[config.mk]
export PLATFORM = sky130hd
export DESIGN_NAME = stopwatch_msg_tx
export DESIGN_NICKNAME = d
export VERILOG_FILES = /design/src/rtl/stopwatch_uart_pkg.sv /design/src/rtl/stopwatch_msg_tx_bcd_to_ascii.sv /design/src/rtl/stopwatch_msg_tx.sv
export SDC_FILE = /design/constraint.sdc
export NUM_CORES = 1
export LEC_CHECK = 0
export BUFFER_PORTS_ARGS = -buffer_cell sky130_fd_sc_hd__buf_4
export CAP_MARGIN = 10
export CORE_MARGIN = 5
export CORE_UTILIZATION = 35
export DETAILED_ROUTE_END_ITERATION = 12
export PLACE_DENSITY_LB_ADDON = 0.2
export RECOVER_POWER = 100
export SLEW_MARGIN = 5
export SYNTH_ARGS = -nofsm -noshare
export SYNTH_HDL_FRONTEND = slang
export SYNTH_SLANG_ARGS = --single-unit
[constraint.sdc]
create_clock -name clk -period 6 [get_ports clk]
set_input_delay 1.2 -clock clk [delete_from_list [all_inputs] [get_ports clk]]
set_output_delay 1.2 -clock clk [all_outputs]
set_load 0.01 [all_outputs]
[src/rtl/stopwatch_uart_pkg.sv]
// Shared constants and types for the stopwatch-to-UART message path:
// ASCII codes, the transmit FSM state encoding and the message layout.
package stopwatch_uart_pkg;

  // ASCII codes used when building the "MM:SS.T" text line
  localparam logic [7:0] ASCII_ZERO  = 8'h30;
  localparam logic [7:0] ASCII_COLON = 8'h3A;
  localparam logic [7:0] ASCII_DOT   = 8'h2E;
  localparam logic [7:0] ASCII_CR    = 8'h0D;
  localparam logic [7:0] ASCII_LF    = 8'h0A;
  localparam logic [7:0] ASCII_QMARK = 8'h3F;

  // Message lengths for the two terminator flavours
  localparam int MSG_LEN_CRLF = 9;
  localparam int MSG_LEN_LF   = 8;

  // Width of the byte index register
  localparam int IDX_W = 4;

  // Byte positions within a message
  localparam logic [IDX_W-1:0] POS_MIN_TENS = 4'd0;
  localparam logic [IDX_W-1:0] POS_MIN_ONES = 4'd1;
  localparam logic [IDX_W-1:0] POS_COLON    = 4'd2;
  localparam logic [IDX_W-1:0] POS_SEC_TENS = 4'd3;
  localparam logic [IDX_W-1:0] POS_SEC_ONES = 4'd4;
  localparam logic [IDX_W-1:0] POS_DOT      = 4'd5;
  localparam logic [IDX_W-1:0] POS_TENTHS   = 4'd6;
  localparam logic [IDX_W-1:0] POS_TERM0    = 4'd7;
  localparam logic [IDX_W-1:0] POS_TERM1    = 4'd8;

  // Transmit sequencer states
  typedef enum logic [1:0] {
    ST_IDLE  = 2'd0,
    ST_START = 2'd1,
    ST_WAIT  = 2'd2
  } state_t;

  // Index of the final byte of a message for a given terminator choice
  function automatic logic [IDX_W-1:0] last_index(input bit crlf);
    return crlf ? IDX_W'(MSG_LEN_CRLF - 1) : IDX_W'(MSG_LEN_LF - 1);
  endfunction

endpackage

[src/rtl/stopwatch_msg_tx_bcd_to_ascii.sv]
// Converts one BCD digit to its printable ASCII character; any
// non-decimal nibble is shown as '?' so corrupt time values are visible.
module bcd_to_ascii
  import stopwatch_uart_pkg::*;
(
  input  logic [3:0] bcd,
  output logic [7:0] ascii
);

  // Decimal digits map onto '0'..'9', everything else onto '?'
  always_comb begin
    if (bcd <= 4'd9) begin
      ascii = ASCII_ZERO + {4'd0, bcd};
    end else begin
      ascii = ASCII_QMARK;
    end
  end

endmodule

[src/rtl/stopwatch_msg_tx.sv]
// Sends the captured stopwatch time to a byte-wide UART transmitter as
// the text line "MM:SS.T" plus CR LF (CRLF=1) or LF (CRLF=0). One byte is
// handed over per start strobe; the next byte waits for the transmitter's
// done tick. All outputs come straight from flops.
module stopwatch_msg_tx
  import stopwatch_uart_pkg::*;
#(
  parameter bit CRLF = 1'b1
) (
  input  logic        clk,
  input  logic        rst_n,
  input  logic        send,
  input  logic [19:0] time_bcd,
  input  logic        tx_done_tick,
  output logic        tx_start_n,
  output logic [7:0]  tx_data,
  output logic        busy,
  output logic        msg_done
);

  localparam logic [IDX_W-1:0] LAST_IDX = last_index(CRLF);

  state_t           state;
  state_t           state_nx;
  logic [IDX_W-1:0] idx;
  logic [IDX_W-1:0] idx_nx;
  logic [19:0]      snap;
  logic [19:0]      snap_nx;

  logic [3:0]       digit_sel;
  logic [7:0]       digit_ascii;
  logic [7:0]       byte_nx;

  logic             tx_start_n_nx;
  logic [7:0]       tx_data_nx;
  logic             busy_nx;
  logic             msg_done_nx;

  // State, index, snapshot and the registered outputs
  always_ff @(posedge clk or negedge rst_n) begin
    if (!rst_n) begin
      state      <= ST_IDLE;
      idx        <= '0;
      snap       <= '0;
      tx_start_n <= 1'b1;
      tx_data    <= 8'h00;
      busy       <= 1'b0;
      msg_done   <= 1'b0;
    end else begin
      state      <= state_nx;
      idx        <= idx_nx;
      snap       <= snap_nx;
      tx_start_n <= tx_start_n_nx;
      tx_data    <= tx_data_nx;
      busy       <= busy_nx;
      msg_done   <= msg_done_nx;
    end
  end

  // Sequencing: accept a request only when idle, then strobe/wait per byte
  always_comb begin
    state_nx = state;
    idx_nx   = idx;
    snap_nx  = snap;
    unique case (state)
      ST_IDLE: begin
        if (send) begin
          state_nx = ST_START;
          idx_nx   = '0;
          snap_nx  = time_bcd;
        end
      end
      ST_START: begin
        state_nx = ST_WAIT;
      end
      ST_WAIT: begin
        if (tx_done_tick) begin
          if (idx == LAST_IDX) begin
            state_nx = ST_IDLE;
          end else begin
            idx_nx   = idx + 4'd1;
            state_nx = ST_START;
          end
        end
      end
      default: begin
        state_nx = ST_IDLE;
      end
    endcase
  end

  // Pick the time digit that belongs to the byte about to be sent
  always_comb begin
    digit_sel = '0;
    case (idx_nx)
      POS_MIN_TENS: digit_sel = snap_nx[19:16];
      POS_MIN_ONES: digit_sel = snap_nx[15:12];
      POS_SEC_TENS: digit_sel = snap_nx[11:8];
      POS_SEC_ONES: digit_sel = snap_nx[7:4];
      POS_TENTHS:   digit_sel = snap_nx[3:0];
      default:      digit_sel = '0;
    endcase
  end

  bcd_to_ascii u_bcd_to_ascii (
    .bcd   (digit_sel),
    .ascii (digit_ascii)
  );

  // Assemble the byte for the upcoming position: digit, separator or terminator
  always_comb begin
    byte_nx = ASCII_LF;
    case (idx_nx)
      POS_MIN_TENS, POS_MIN_ONES, POS_SEC_TENS,
      POS_SEC_ONES, POS_TENTHS:  byte_nx = digit_ascii;
      POS_COLON:                 byte_nx = ASCII_COLON;
      POS_DOT:                   byte_nx = ASCII_DOT;
      POS_TERM0:                 byte_nx = CRLF ? ASCII_CR : ASCII_LF;
      POS_TERM1:                 byte_nx = ASCII_LF;
      default:                   byte_nx = ASCII_LF;
    endcase
  end

  // Next values of the registered outputs, derived from the next state
  always_comb begin
    tx_start_n_nx = (state_nx != ST_START);
    busy_nx       = (state_nx != ST_IDLE);
    msg_done_nx   = (state == ST_WAIT) && (state_nx == ST_IDLE);
    tx_data_nx    = (state_nx == ST_START) ? byte_nx : tx_data;
  end

endmodule

Word-level counts from Yosys, hierarchy flattened
Cells that the tools add are included.
{"block": "word_totals", "memories": 0, "latch_bits": 0, "mem_bits_ro": 0, "mem_bits_rw": 0, "ff_bits": 37, "word_cells": 41}
{"block": "classes", "multipliers": 0, "n_div": 0, "n_eq_ne": 12, "n_addsub": 2, "magnitude_cmp": 1, "bitwise": 0, "reduce_logical": 6, "n_shift": 0, "mux": 13}
{"cell": "20-bit 2-to-1 mux", "n": 2}
{"cell": "8-bit case mux with 4 select lines", "n": 1}
{"cell": "4-bit case mux with 5 select lines", "n": 1}
{"cell": "4-bit by 3-bit == test with 1-bit output (second input constant)", "n": 4}
{"cell": "4-bit 2-to-1 mux", "n": 3}
{"cell": "4-bit by 2-bit == test with 1-bit output (second input constant)", "n": 2}
{"cell": "8-bit 2-to-1 mux", "n": 1}
{"cell": "4-bit case mux with 2 select lines", "n": 1}
{"cell": "6-bit by 4-bit adder with 7-bit output (first input constant)", "n": 1}
{"cell": "2-bit case mux with 3 select lines", "n": 1}
{"cell": "5-bit OR reduction", "n": 1}
{"cell": "4-bit by 1-bit adder with 4-bit output (second input constant)", "n": 1}
{"cell": "2-bit by 1-bit == test with 1-bit output (second input constant)", "n": 2}
{"cell": "4-bit by 1-bit == test with 1-bit output (second input constant)", "n": 1}
{"cell": "4-bit == test (second input constant)", "n": 1}
{"cell": "4-bit less-or-equal comparator (second input constant)", "n": 1}
{"cell": "2-bit logical NOT", "n": 2}
{"cell": "4-bit logical NOT", "n": 1}
{"cell": "2-bit 2-to-1 mux", "n": 2}
{"cell": "2-bit == test (second input constant)", "n": 1}
{"cell": "2-bit by 1-bit inequality test with 1-bit output (second input constant)", "n": 1}
{"cell": "2-bit nonzero test", "n": 1}
{"cell": "1-bit logical AND", "n": 1}
{"cell": "1-bit 2-to-1 mux", "n": 1}

Longest topological paths before layout
{"block": "logic_depth", "ltp_word": 9, "ltp_mapped": 11, "depth_no_buf": 10}

Modules after synthesis
Synthesis repeated with hierarchy kept, for this count alone.
{"block": "unflattened", "hier_cells": 172, "area_unflattened_um2": 1921.8}
{"module": "stopwatch_msg_tx", "area_each_um2": 1854.3, "seq_area_each_um2": 927.1, "instances": 1, "cells_each": 161}
{"module": "bcd_to_ascii", "area_each_um2": 67.6, "seq_area_each_um2": 0.0, "instances": 1, "cells_each": 11}

Least setup slack after synthesis
OpenSTA, ideal clock, no wires.
{"block": "synth_path", "path_kind": "input to register", "start": "input port send", "end": "register tx_data[0]", "path_slack_ps": 3158, "stages": 8, "path_buffers": 1, "arrival_ps": 2718, "setup_time_ps": 124, "required_ps": 5876, "cell_sequence": "nor3b_2 > buf_4 > mux2_2 > nand4_1 > o21ai_1 > a311oi_1 > a211oi_1 > a211o_1"}
{"element": "from (decl)", "line": "stopwatch_msg_tx.sv:12", "source": "input logic send,"}
{"element": "20-bit 2-to-1 mux (*)", "line": "stopwatch_msg_tx.sv:67", "source": "if (send) begin"}
{"element": "20-bit 2-to-1 mux (*)", "line": "stopwatch_msg_tx.sv:65", "source": "unique case (state)"}
{"element": "net snap_nx[16]", "line": "stopwatch_msg_tx.sv:28", "source": "logic [19:0] snap_nx;"}
{"element": "4-bit case mux with 5 select lines (*)", "line": "stopwatch_msg_tx.sv:95", "source": "case (idx_nx)"}
{"element": "6-bit by 4-bit adder with 7-bit output / 4-bit less-or-equal comparator (equally long branches)", "line": "stopwatch_msg_tx_bcd_to_ascii.sv:13, stopwatch_msg_tx_bcd_to_ascii.sv:12"}
{"element": "8-bit 2-to-1 mux (*)", "line": "stopwatch_msg_tx_bcd_to_ascii.sv:12", "source": "if (bcd <= 4'd9) begin"}
{"element": "8-bit case mux with 4 select lines (*)", "line": "stopwatch_msg_tx.sv:113", "source": "case (idx_nx)"}
{"element": "to (signal assigned)", "line": "stopwatch_msg_tx.sv:54", "source": "tx_data <= tx_data_nx;"}
{"element": "to (decl)", "line": "stopwatch_msg_tx.sv:16", "source": "output logic [7:0] tx_data,"}
The timed path passes the listed nets; every way through them passes the cells marked *.
A chain may end at the register's enable or synchronous reset.

Final worst setup path
{"block": "layout_path", "start": "input port tx_done_tick", "end": "register tx_data[0]"}
{"block": "layout_via", "elab_chain_len": 7}
{"element": "from (decl)", "line": "stopwatch_msg_tx.sv:14", "source": "input logic tx_done_tick,"}
{"element": "4-bit 2-to-1 mux", "line": "stopwatch_msg_tx.sv:77", "source": "if (tx_done_tick) begin"}
{"element": "4-bit case mux with 2 select lines", "line": "stopwatch_msg_tx.sv:65"}
{"element": "4-bit by 3-bit == test with 1-bit output (tied with other cells)", "line": "stopwatch_msg_tx.sv:95, stopwatch_msg_tx.sv:113"}
{"element": "4-bit case mux with 5 select lines", "line": "stopwatch_msg_tx.sv:95"}
{"element": "6-bit by 4-bit adder with 7-bit output / 4-bit less-or-equal comparator (equally long branches)", "line": "stopwatch_msg_tx_bcd_to_ascii.sv:13, stopwatch_msg_tx_bcd_to_ascii.sv:12"}
{"element": "8-bit 2-to-1 mux", "line": "stopwatch_msg_tx_bcd_to_ascii.sv:12"}
{"element": "8-bit case mux with 4 select lines", "line": "stopwatch_msg_tx.sv:113"}
Several ways; a longest one is shown, not always the timed one.

==> flow_summary.yaml <==
drt:
  drc: 0
  final_antenna_net_count: 0
  via_per_inst: 4.82
  vias: 1191
  drt_wl_total_um: 3350
  drtPass1Iterations: 4
  drtIter0Drc: 60
  wl_per_cell_um: 13.6
timing:
  fin_ws_ns: 1.87
  period_share_pct: 68.9
  rsz0062_at_grt: "false"
  slew_violations: 53
  finClkSkew_ns: 0.00404
  relSlewSlack_pct: -40.2
  min_period_ns: 4.13
  finalHoldViolCount: 0
  tightestPinTransition_ns: 2.09
  max_freq_ghz: 0.242
  setup_viol: 0
  finalSetupTns_ns: 0
setup_path:
  crit-reg2reg-capture: "tx_data[0]"
  r2r-start: "idx[0]"
  reg2reg_depth: 9
  crit_buf_inv: 1
  crit_path_end_kind: "register"
  cpLargestDelayFamily: "compound AO/OA/AOI/OAI gates"
  cp.required_ns: 6.16
  cp_slowest_cell: "a211oi_1"
  crit_fanout: 16
  critPathMaxStageDelay_ns: 1.62
  reg2reg_slack_ns: 2.33
  cp.arrival_ns: 4.30
  crit_type: "primary input to register"
  path_cells: "clkbuf_1, and3b_1, a211oi_1, mux2i_1, o21ai_0, o21ai_1, a211oi_2, a211o_1"
  start_kind: "primary input"
  startpoint: "tx_done_tick"
final_layout:
  multi_input_area_um2: 741
  nets: 205
  nFillCells: 484
  final_cell_area_mm2: 0.00203
  layout-drive-gt1-share_pct: 26.7
  fin_cells: 247
  syn2layout_area_growth_pct: 17.6
  regArea_um2: 877
  antenna_cells: 0
synth:
  synth_area_per_cell_um2: 11.7
  synthTopCellsByArea: "dfrtp_1, mux2_2, mux2i_1"
  syn_area_mm2: 0.00173
  synth.distinct_cells: 46
  netlist_instances: 147
  synth-seq-cells: 35
  yosysSeqAreaShare_pct: 50.8
  yosysTopAreaCell: "dfrtp_1"
  synth-edff-count: 0
  dominantRegCellSynth: "dfrtp_1"
  yosys.area.top_type_share_pct: 49.3
  synth-async-reset-ratio_pct: 100
  yosys_warnings: 0
grt:
  grt_use_total_pct: 12.0
  grt_pass1_vias: 1273
  grt_pass1_wl_um: 5890
  overflow: 0
  grt_max_degree: 36
  antenna_found_initial: 0
floorplanning:
  coreArea_mm2: 0.00475
  ios: 35
  start_util_pct: 36.3
  die_h_um: 80.2
  die_w_um: 80.2
  fp-row-count: 25
  die_area_mm2: 0.00644
cts:
  clk_path_buf_depth: 2
  cts_tree: "done"
  cts_max_level: 2
  ctsHoldBuffers: 0
  cts_made_buffers: 5
  ctsResizeCount: 0
  path_clk_slew_ns: 0.06
  postCtsSetupBuffers: 0
  cts_root_buf: "clkbuf_8"
  clock_latency_ns: 0.28
  clock-sinks: 35
placed_design:
  portBuffers: 32
  post-place-ws_ns: 2.72
  place_area_mm2: 0.00200
  dp.cells: 239
  dp_hpwl_um: 2560
  place_congestion: 0.822
pwr:
  ir_drop_uv: 211
  p_sw_mw: 0.370
  leakage_nw: 0.932
  intPower_mw: 0.657
  power_frac_seq_pct: 39.7
  p_per_area_mw_per_mm2: 506
  p_comb_share_pct: 42.6
  p_clk_share_pct: 17.8
  netSwitchingFraction_pct: 36.0
hold_path:
  hp-class: "register to register"
  hold_depth: 2
  hold_start: "tx_data[4]"
  min_to: "tx_data[4]"
status:
  violations: "max-capacitance violations, max-slew violations"
  outcome: "complete, but fails checks"
run:
  maxCapViolCount: 2
==> worst min-delay path: stages, from the launching register on <==
cell and delay, ns:
dfrtp_1 0.34, nand2_1 0.05, nand2_1 0.05
==> cell families after synthesis <==
group | after synthesis | share of synthesized area, %
multiplexers | 27 | 17.2
AND/OR/NAND/NOR | 36 | 11.6
adder cells (fa/ha/maj) | 2 | 1.45
buffers and inverters | 17 | 5.51
other | 1 | 0.217
AO/OA/AOI/OAI | 29 | 13.3
flip-flops | 35 | 50.8
==> sequential cells by signal, indices dropped and copies added, names as in the netlist <==
name        count
busy            1
idx             4
tx_data         6
msg_done        1
state           2
tx_start_n      1
snap           20
==> cell type report <==
cell class	count	area share, %
clock buffers	8	4.93
inverters	8	1.48
multi-input cells	96	36.5
flip-flops and latches	35	43.2
well taps	67	4.13
repair buffers	33	9.80
==> Yosys cell counts (all sizes together) (2+ instances only) <==
cell    number
dfrtp       34
mux2        21
nand2       12
o21ai       10
inv          8
buf          7
nor2         7
mux2i        6
a211oi       5
nand4        3
and3b        2
clkbuf       2
ha           2
nand3        2
nor2b        2
==> worst max path at each step <==
| stage | to | slack, ns | cells past startpoint |
|---|---|---|---|
| finish | tx_data[0] | 1.87 | 8 |
| global route | tx_data[2] | 1.52 | 8 |
| CTS | tx_data[0] | 3.02 | 8 |
| detailed placement | tx_data[0] | 2.72 | 8 |
| global placement | tx_data[0] | 2.82 | 8 |
| floorplan | tx_data[0] | 3.16 | 8 |
==> metrics by stage <==
| step | power (mW) | hold WS, ns | util, % |
|---|---|---|---|
| 6_report | 1.03 | 0.470 | 42.7 |
| 5_1_grt | 1.12 | 0.506 | 42.7 |
| 4_1_cts | 1.09 | 0.480 | 44.1 |
| 3_5_place_dp | 0.901 | 0.465 | 42.0 |
| 3_3_place_gp | 0.888 | 0.461 | 42.0 |
| 2_1_floorplan | 0.773 | 0.455 | - |
==> cell usage in the layout, fill, tap and decap left out, types with 3 or more instances in the layout <==
master	instances
dfrtp_1	34
buf_4	20
clkbuf_1	14
nand2_1	12
mux2_2	12
mux2_1	9
o21ai_0	8
nor2_1	7
clkbuf_8	7
inv_1	6
mux2i_1	6
a211oi_1	3
nand4_1	3
==> power groups by stage <==
stage / registers, mW / clock network [mW] / logic, mW
final: 0.408 / 0.182 / 0.437
after global routing: 0.426 / 0.199 / 0.494
after CTS: 0.414 / 0.189 / 0.483
after detailed placement: 0.418 / 0 / 0.484
after global placement: 0.417 / 0 / 0.471
after floorplan: 0.410 / 0 / 0.364
==> routing by layer <==
layer	part of all wire (%)	track usage (%)	up-vias
met5	0	0	-
met4	2.0	5.07	0
met3	5.3	4.26	7
met2	48	19.4	25
met1	45	14.4	577
li1	-	-	582
Note: power is estimated with default switching activity, not from simulation.
